`src/rtl/mem_port_arbiter_pkg.sv`:
```
// Shared encodings and defaults for the memory port arbiter and its
// address/write-data mux.
package mem_arb_pkg;

    typedef enum logic [1:0] {
        IDLE   = 2'b00,
        BUSY_A = 2'b01,
        BUSY_B = 2'b10,
        DONE   = 2'b11
    } state_t;

    localparam int TIMEOUT_DEF = 15;
    localparam int CNT_W_DEF   = 4;

    // Mux select polarity: 1 passes requester A, 0 passes requester B.
    localparam logic SEL_A = 1'b1;
    localparam logic SEL_B = 1'b0;

endpackage

```
`src/rtl/mem_port_arbiter_if.sv`:
```
// Requester/memory handshake bundle of the shared memory port.
interface mem_port_arbiter_if;

    logic        reqA;
    logic        reqB;
    logic        memReady;
    logic [31:0] memRdata;
    logic        sel;
    logic        gntA;
    logic        gntB;
    logic        memReq;
    logic        doneA;
    logic        doneB;
    logic        err;
    logic [31:0] rdata;
    logic        busy;

    modport master (
        input  reqA, reqB, memReady, memRdata,
        output sel, gntA, gntB, memReq, doneA, doneB, err, rdata, busy
    );

    modport slave (
        output reqA, reqB, memReady, memRdata,
        input  sel, gntA, gntB, memReq, doneA, doneB, err, rdata, busy
    );

endinterface

```
`src/rtl/mem_port_arbiter_timeout_counter.sv`:
```
// Counts BUSY cycles without memReady; tc flags the last allowed cycle.
module timeout_counter
    import mem_arb_pkg::*;
#(
    parameter int TIMEOUT = TIMEOUT_DEF,
    parameter int CNT_W   = CNT_W_DEF
) (
    input  logic Clk,
    input  logic Rst,
    input  logic clear,
    input  logic enable,
    output logic tc
);

    logic [CNT_W-1:0] cnt_q, cnt_d;

    always_comb begin
        cnt_d = cnt_q;
        if (clear)
            cnt_d = '0;
        else if (enable)
            cnt_d = cnt_q + 1'b1;
    end

    always_ff @(posedge Clk) begin
        if (Rst)
            cnt_q <= '0;
        else
            cnt_q <= cnt_d;
    end

    assign tc = (cnt_q == CNT_W'(TIMEOUT - 1));

endmodule

```
`src/rtl/mem_port_arbiter.sv`:
```
// Two-requester round-robin arbiter/sequencer for the shared memory port,
// with read-data capture and timeout abort.
module mem_port_arbiter
    import mem_arb_pkg::*;
#(
    parameter int TIMEOUT = TIMEOUT_DEF,
    parameter int CNT_W   = CNT_W_DEF
) (
    input logic Clk,
    input logic Rst,
    mem_port_arbiter_if.master bus
);

    state_t      state_q, state_d;
    logic        last_a_q, last_a_d;
    logic        sel_q, sel_d;
    logic        gnt_a_q, gnt_a_d;
    logic        gnt_b_q, gnt_b_d;
    logic        mem_req_q, mem_req_d;
    logic        done_a_q, done_a_d;
    logic        done_b_q, done_b_d;
    logic        err_q, err_d;
    logic        busy_q, busy_d;
    logic [31:0] rdata_q, rdata_d;

    logic in_busy, grant_a, cnt_en, tc;

    assign in_busy = (state_q == BUSY_A) || (state_q == BUSY_B);

    timeout_counter #(.TIMEOUT(TIMEOUT), .CNT_W(CNT_W)) u_tmo (
        .Clk    (Clk),
        .Rst    (Rst),
        .clear  (!in_busy),
        .enable (cnt_en),
        .tc     (tc)
    );

    always_comb begin
        state_d  = state_q;
        last_a_d = last_a_q;
        rdata_d  = rdata_q;
        err_d    = 1'b0;
        cnt_en   = 1'b0;
        // On a tie, whoever was served last yields.
        grant_a  = (bus.reqA && bus.reqB) ? !last_a_q : bus.reqA;

        case (state_q)
            IDLE: begin
                if (bus.reqA || bus.reqB)
                    state_d = grant_a ? BUSY_A : BUSY_B;
            end
            BUSY_A, BUSY_B: begin
                if (bus.memReady) begin
                    state_d  = DONE;
                    rdata_d  = bus.memRdata;
                    last_a_d = (state_q == BUSY_A);
                end else if (tc) begin
                    state_d  = DONE;
                    err_d    = 1'b1;
                    last_a_d = (state_q == BUSY_A);
                end else begin
                    cnt_en = 1'b1;
                end
            end
            default: state_d = IDLE;
        endcase

        // Outputs decoded from the next state so they come straight off flops.
        gnt_a_d   = (state_d == BUSY_A);
        gnt_b_d   = (state_d == BUSY_B);
        mem_req_d = gnt_a_d || gnt_b_d;
        busy_d    = (state_d != IDLE);
        done_a_d  = (state_d == DONE) && last_a_d;
        done_b_d  = (state_d == DONE) && !last_a_d;
        sel_d     = gnt_a_d ? SEL_A : (gnt_b_d ? SEL_B : sel_q);
    end

    always_ff @(posedge Clk) begin
        if (Rst) begin
            state_q   <= IDLE;
            last_a_q  <= 1'b0;
            sel_q     <= SEL_A;
            gnt_a_q   <= 1'b0;
            gnt_b_q   <= 1'b0;
            mem_req_q <= 1'b0;
            done_a_q  <= 1'b0;
            done_b_q  <= 1'b0;
            err_q     <= 1'b0;
            busy_q    <= 1'b0;
            rdata_q   <= '0;
        end else begin
            state_q   <= state_d;
            last_a_q  <= last_a_d;
            sel_q     <= sel_d;
            gnt_a_q   <= gnt_a_d;
            gnt_b_q   <= gnt_b_d;
            mem_req_q <= mem_req_d;
            done_a_q  <= done_a_d;
            done_b_q  <= done_b_d;
            err_q     <= err_d;
            busy_q    <= busy_d;
            rdata_q   <= rdata_d;
        end
    end

    assign bus.sel    = sel_q;
    assign bus.gntA   = gnt_a_q;
    assign bus.gntB   = gnt_b_q;
    assign bus.memReq = mem_req_q;
    assign bus.doneA  = done_a_q;
    assign bus.doneB  = done_b_q;
    assign bus.err    = err_q;
    assign bus.busy   = busy_q;
    assign bus.rdata  = rdata_q;

endmodule

```
`src/flat_wrapper.sv`:
```
// flat-port wrapper written by rule: the top's interface ports become plain ports
module mem_port_arbiter_flat import mem_arb_pkg::*;
#(
    parameter int TIMEOUT = TIMEOUT_DEF,
    parameter int CNT_W   = CNT_W_DEF
)
  (Clk, Rst, bus_reqA, bus_reqB, bus_memReady, bus_memRdata, bus_sel, bus_gntA, bus_gntB, bus_memReq, bus_doneA, bus_doneB, bus_err, bus_rdata, bus_busy);
  mem_port_arbiter_if bus_i ();
  input logic Clk;
  input logic Rst;
  input wire logic [$bits(bus_i.reqA)-1:0] bus_reqA;
  input wire logic [$bits(bus_i.reqB)-1:0] bus_reqB;
  input wire logic [$bits(bus_i.memReady)-1:0] bus_memReady;
  input wire logic [$bits(bus_i.memRdata)-1:0] bus_memRdata;
  output wire logic [$bits(bus_i.sel)-1:0] bus_sel;
  output wire logic [$bits(bus_i.gntA)-1:0] bus_gntA;
  output wire logic [$bits(bus_i.gntB)-1:0] bus_gntB;
  output wire logic [$bits(bus_i.memReq)-1:0] bus_memReq;
  output wire logic [$bits(bus_i.doneA)-1:0] bus_doneA;
  output wire logic [$bits(bus_i.doneB)-1:0] bus_doneB;
  output wire logic [$bits(bus_i.err)-1:0] bus_err;
  output wire logic [$bits(bus_i.rdata)-1:0] bus_rdata;
  output wire logic [$bits(bus_i.busy)-1:0] bus_busy;
  assign bus_i.reqA = bus_reqA;
  assign bus_i.reqB = bus_reqB;
  assign bus_i.memReady = bus_memReady;
  assign bus_i.memRdata = bus_memRdata;
  assign bus_sel = bus_i.sel;
  assign bus_gntA = bus_i.gntA;
  assign bus_gntB = bus_i.gntB;
  assign bus_memReq = bus_i.memReq;
  assign bus_doneA = bus_i.doneA;
  assign bus_doneB = bus_i.doneB;
  assign bus_err = bus_i.err;
  assign bus_rdata = bus_i.rdata;
  assign bus_busy = bus_i.busy;
  mem_port_arbiter #(.TIMEOUT(TIMEOUT), .CNT_W(CNT_W)) u_core (.Clk(Clk), .Rst(Rst), .bus(bus_i));
endmodule
```
`config.mk`:
```
export PLATFORM = sky130hd
export DESIGN_NAME = mem_port_arbiter_flat
export DESIGN_NICKNAME = d
export VERILOG_FILES = /design/src/rtl/mem_port_arbiter_pkg.sv /design/src/rtl/mem_port_arbiter_if.sv /design/src/rtl/mem_port_arbiter_timeout_counter.sv /design/src/rtl/mem_port_arbiter.sv /design/src/flat_wrapper.sv
export SDC_FILE = /design/constraint.sdc
export NUM_CORES = 1
export LEC_CHECK = 0
export BUFFER_PORTS_ARGS = -buffer_cell sky130_fd_sc_hd__buf_2
export CORE_MARGIN = 3
export CORE_UTILIZATION = 47
export DETAILED_ROUTE_END_ITERATION = 10
export GPL_TIMING_DRIVEN = 1
export PLACE_DENSITY_LB_ADDON = 0.12
export SYNTH_ARGS = -nofsm -noshare
export SYNTH_HDL_FRONTEND = slang
export SYNTH_SLANG_ARGS = --single-unit
```
`constraint.sdc`:
```
create_clock -name Clk -period 2.4 [get_ports Clk]
set_input_delay 0.24 -clock Clk [delete_from_list [all_inputs] [get_ports Clk]]
set_output_delay 0.24 -clock Clk [all_outputs]
set_load 0.05 [all_outputs]
```
* Word-level counts from Yosys, hierarchy flattened
Cells that the tools add are included.
** Word-level totals
- Word-level logic and storage cells :: 49
- Output and inout port bits :: 40
- Register bits :: 47
- Bits of input ports :: 37
** Cells by class
- Eq/ne operators :: 6
- Reductions and logical operators :: 15
- Bitwise logic cells :: 2
- Add/subtract/negate cells :: 1
- Mux-type cells :: 13
** Operators by type and width (count)
- two-way mux 1 bit :: 8
- two-way mux 2 bit :: 4
- equality test 2 bit (second input constant) :: 3
- OR reduction 2 bit :: 3
- adder 4 x 1 -> 4 bit (second input constant) :: 1
- equality test 2 x 1 -> 1 bit (second input constant) :: 2
- equality test 4 bit (second input constant) :: 1
- one-hot mux 2 bit (2 select lines) :: 1
- logical AND 1 bit :: 3
- logical OR 1 bit :: 3
- OR reduction 3 bit :: 1
- logical NOT 1 bit :: 2
- logical NOT 2 bit :: 1
- inverter 1 bit :: 2
- AND reduction 2 bit :: 1
- nonzero test 2 bit :: 1

* Depth between registers and ports, before layout
- Word-level depth :: 7
- Depth in mapped cells :: 9

* Cells and area by module
A second synthesis with hierarchy kept.
** Unflattened totals
- Cell total of the unflattened synthesis :: 214
- Area total of the unflattened synthesis :: 1891.8 um^2
** By module, submodules not included
- mem_port_arbiter :: cells an instance 194, area each 1694.1 um^2, instances 1, sequential area each 860.8 um^2
- timeout_counter :: cells an instance 20, area each 197.7 um^2, instances 1, sequential area each 80.1 um^2

* Worst setup path after synthesis
Ideal clock, no wire load.
- Kind :: reg2reg
- Start point :: reg u_core.state_q[1]
- End point :: reg u_core.mem_req_q (netlist: u_core.bus.memReq)
- Arrival :: 1713 ps
- Period minus slack after synthesis :: 1842 ps
- Setup slack :: 558 ps
- Stages on the path, launching flop included :: 8
- Data required time :: 2272 ps
- Buffers on the path :: 0
- Setup time :: 128 ps
- Path through :: dfxtp_1 -> inv_1 -> ha_1 -> o21ai_0 -> and3_2 -> or2_1 -> ha_1 -> nor2b_1
** Between the ends
- Word-level cells in the longest chain between the ends :: 5
- Elaborated cells between the ends (all ways) :: 11
- Those cells by class :: eq/ne (4); mux (4); reduce/logical (3)
** RTL lines
- start, declared :: RTL line mem_port_arbiter.sv:14 : state_t state_q, state_d;
- start signal, assigned :: RTL line mem_port_arbiter.sv:92 : state_q <= state_d;
- equality test 2 bit, or another cell as far along :: RTL line mem_port_arbiter.sv:47 : case (state_q)
- OR reduction 2 bit or two-way mux 2 bit (tied branches) :: RTL line mem_port_arbiter.sv:47, mem_port_arbiter.sv:53
- one-hot mux 2 bit (2 select lines) (*) :: RTL line mem_port_arbiter.sv:47
- equality test 2 x 1 -> 1 bit or equality test 2 bit (tied branches) :: RTL line mem_port_arbiter.sv:69, mem_port_arbiter.sv:70
- logical OR 1 bit (*) :: RTL line mem_port_arbiter.sv:71 : mem_req_d = gnt_a_d || gnt_b_d;
- named net u_core.mem_req_d :: RTL line mem_port_arbiter.sv:19 : logic mem_req_q, mem_req_d;
- end signal, assigned :: RTL line mem_port_arbiter.sv:97 : mem_req_q <= mem_req_d;
- end, declared :: RTL line mem_port_arbiter.sv:19
Mark *: on every way through the listed nets, which the timed path passes. The rest lies on a longest branch.
A chain may end at the register's enable or synchronous reset.

* Final worst setup path
- Start point :: reg u_core.state_q[0]
- End point :: reg u_core.mem_req_q (netlist: u_core.bus.memReq)
Same word-level chain as after synthesis.

==> impl_results.md <==
* Headroom to the max-slew limit at 74.6%
* Number of buffer and inverter instances along the worst setup path at 1
* Cell with the most instances on the worst path: ha_1
* Arrival time worst endpoint at 2.14 ns
* Final setup skew at 0.00275 ns
* Compound-gate portion of the synthesized area at 13.5%
* Final number of hold-violating endpoints at 0
* Post-route clock period utilization at 81.9%
* Pin count of the biggest net entering global routing at 33
* Maximum fanout count along the critical path at 6
* Cell Count, Final, Fillers Out at 337
* Top area cells in the synthesized netlist: dfxtp_1 (51%), nand2_1 (14%), a21oi_1 (8.7%)
* Number of diodes at 0
* Unique masters post-synth at 31
* Fmax at 509 MHz
* RSZ-0062 raised after global routing: false
* P per Cell Area at 1230 nW/um^2
* Clock latency at the later pin of the worst-skew pair at 0.29 ns
* Aggregate routed wire length at 3.77 mm
* Portion of total power attributed to sequential cells at 36.4%
* Start point of the worst hold path: bus_memRdata[1]
* Cell type with the largest total area after synthesis: dfxtp_1
* I/O pins at 77
* CTS root buf: clkbuf_8
* Count of flip-flops with a built-in enable after synthesis at 0
* First drt pass iteration count at 4
* Area share of fa/ha/maj cells after synthesis at 6.84%
* Global router's overall resource usage at 16.0%
* Async set-reset flop share out of synthesis at 0%
* Die Y at 68.4 um
* Fraction of layout cells with a size suffix above 1 at 30.8%
* Actual slew at the worst max-slew pin at 0.382 ns
* Dominant combinational cell family by area after synthesis: simple AND/OR/NAND/NOR gates
* ANT nets after route at 0
* H-tree depth at 2
* Fraction of the yosys area taken by sequential cells at 51.4%
* Sink Count at 47
* Critical path origin: u_core.state_q[0]
* Clock slew at reported path FFs at 0.08 ns
* Drt first-iter violations at 98
* Most frequent cells after synthesis: nand2_1 (68), dfxtp_1 (47), a21oi_1 (32)
* Worst reg2reg startpoint: u_core.state_q[0]
* Area fraction in and, or, nand and nor cells after synthesis at 22.4%
* Mapped Nets at 261
* Synthesized instance count at 214
* Sum of negative setup slack at 0 ns
* RePlAce Congestion at 0.737
* Worst hold path type: in -> reg
* Outcome: finished clean
* Peak supply drop at 0.509 mV
* Number of buffers added to fix hold violations after cts at 0
* Die span in x at 68.4 um
* Std cell rows at 22
* Shortest clock period the worst path allows after layout at 1.97 ns
* Number of antenna violations at the first check in global routing at 0
* Cell internal pwr at 1.54 mW
* Endpoints failing setup at 0
* Portion of synthesized cell area occupied by the leading cell type at 51.4%
* Most instantiated library cell after synthesis: nand2_1
* Final Net Count at 335
* Cell family contributing the most delay on the critical path: adder cells
* GRT Residual Overflow at 0
* Maximum root-to-sink buffer count at 2
* Core Region at 3720 um^2
* HPWL after detailed placement at 2.75 mm
* TritonCTS clock tree: done
* Effective utilization at floorplan at 49.3%
* Critical-path top delay cell: ha_1
* Required time reported for the critical path endpoint at 2.57 ns
* Number of remaining DRC errors at 0
* First-pass GRT wire length at 5.60 mm
* Final number of max-transition violations at 0
* Type of the worst setup path: reg -> reg
* Switching power summed over all nets at 1.31 mW
* Critical Path Max Stage Delay at 0.41 ns
* Share of the synthesized netlist area taken by xor and xnor gates at 0.478%
* Prevailing post-synth register cell: dfxtp_1
* Cells resized by post-CTS repair at 0
* Max Cap Violations at 0
* Pleak at 1.07 nW
* Via count of the first global-routing pass at 1286
* Relative contribution of combinational cells to total power at 48.1%
* CTS buffer count at 5
* Post-CTS repair timing setup buffer count at 0
* Share of total power in the clock network at 15.4%
* Cells after DPL at 329
* Number of port buffers at 76
* Number of register bits inferred by synthesis at 47
* Die outline area at 4680 um^2
* Via Count at 1610
* Mapped Avg Cell Area at 8.55 um^2
* Synth-to-layout area growth at 26.2%
* Routed vias/inst at 4.78
* Synth warnings at 0
* WL/cell at 11.2 um
* Cell Area, Synth at 1830 um^2
* Startpoint type of the worst setup path: flop
* Switching share of power at 46.0%
* Kind of end point of the critical path: flop
* CP Cell Sequence: inv_1 -> ha_1 -> o21ai_0 -> and3_2 -> or2_1 -> ha_1 -> nor2b_1
* Post-synthesis mux area share at 0.547%
-- path summary, 6_finish.rpt --
check                                      endpoint  slack (ns)  depth (start not counted)
worst max-delay path              u_core.bus.memReq        0.43                          7
worst max register to register    u_core.bus.memReq        0.43                          7
worst min register to register  u_core.bus.rdata[6]        0.45                          2
worst min-delay path            u_core.bus.rdata[1]        0.18                          3
-- placed cells by master, fill, tap and decap left out, drive strengths merged, types with 2 or more instances in the layout --
| cell | count |
|---|---|
| buf | 79 |
| nand2 | 68 |
| dfxtp | 47 |
| a21oi | 32 |
| ha | 10 |
| nor2 | 8 |
| clkbuf | 7 |
| inv | 6 |
| nor2b | 5 |
| o21ai | 4 |
| nand3 | 2 |
| nor3 | 2 |
| a211oi | 2 |
| a31oi | 2 |
| nand2b | 2 |
-- sequential cells by signal, indices dropped and copies added (netlist names) --
signal              flops
u_core.bus.doneB        1
u_core.bus.gntB         1
u_core.last_a_q         1
u_core.state_q          2
u_core.bus.busy         1
u_core.bus.doneA        1
u_core.bus.sel          1
u_core.bus.gntA         1
u_core.bus.err          1
u_core.bus.memReq       1
u_core.bus.rdata       32
u_core.u_tmo.cnt_q      4
-- routing by layer --
layer / GRT usage (%) / up-vias / part of all wire [%]
li1: - / 841 / -
met1: 19.1 / 714 / 44
met2: 25.3 / 51 / 47
met3: 6.40 / 4 / 7.6
met4: 6.70 / 0 / 1.1
met5: 0 / - / 0
-- per-stage QoR --
step	power, mW	setup WS [ns]	util (%)	hold WS (ns)	cell area [um^2]
after floorplan	2.16	0.558	-	0.317	1830
after global placement	2.43	0.481	60.0	0.440	2230
after detailed placement	2.44	0.431	60.0	0.444	2230
after CTS	2.89	0.419	62.2	0.172	2310
after global routing	3.04	0.289	62.2	0.173	2310
final	2.85	0.435	62.2	0.180	2310
-- cells by family after synthesis --
logic type | after synthesis
buffers and inverters | 18
multiplexers | 1
adder cells (fa/ha/maj) | 10
XOR/XNOR | 1
flip-flops | 47
AO/OA/AOI/OAI | 43
AND/OR/NAND/NOR | 94
-- worst min-delay path: cells and delay by family --
family	cells	cell delay (ns)
AO/OA/AOI/OAI	1	0.05
buffers and inverters	1	0.09
AND/OR/NAND/NOR	1	0.04
-- area by class of cell --
| cell class | instances | area, um^2 |
|---|---|---|
| sequential | 47 | 941 |
| inverter | 6 | 22.5 |
| tap | 48 | 60.1 |
| multi-input combinational | 149 | 802 |
| clock buffer | 7 | 76.3 |
| clock inverter | 1 | 5.00 |
| timing repair buffer | 79 | 403 |
| fill | 335 | 1410 |
-- power groups by stage --
stage | sequential (mW) | clock, mW | combinational, mW
floorplan | 1.58 | 0 | 0.574
global placement | 1.05 | 0 | 1.38
detailed placement | 1.06 | 0 | 1.38
CTS | 1.04 | 0.460 | 1.39
global route | 1.06 | 0.489 | 1.49
finish | 1.04 | 0.440 | 1.37
(Power assumes the default switching activity.)
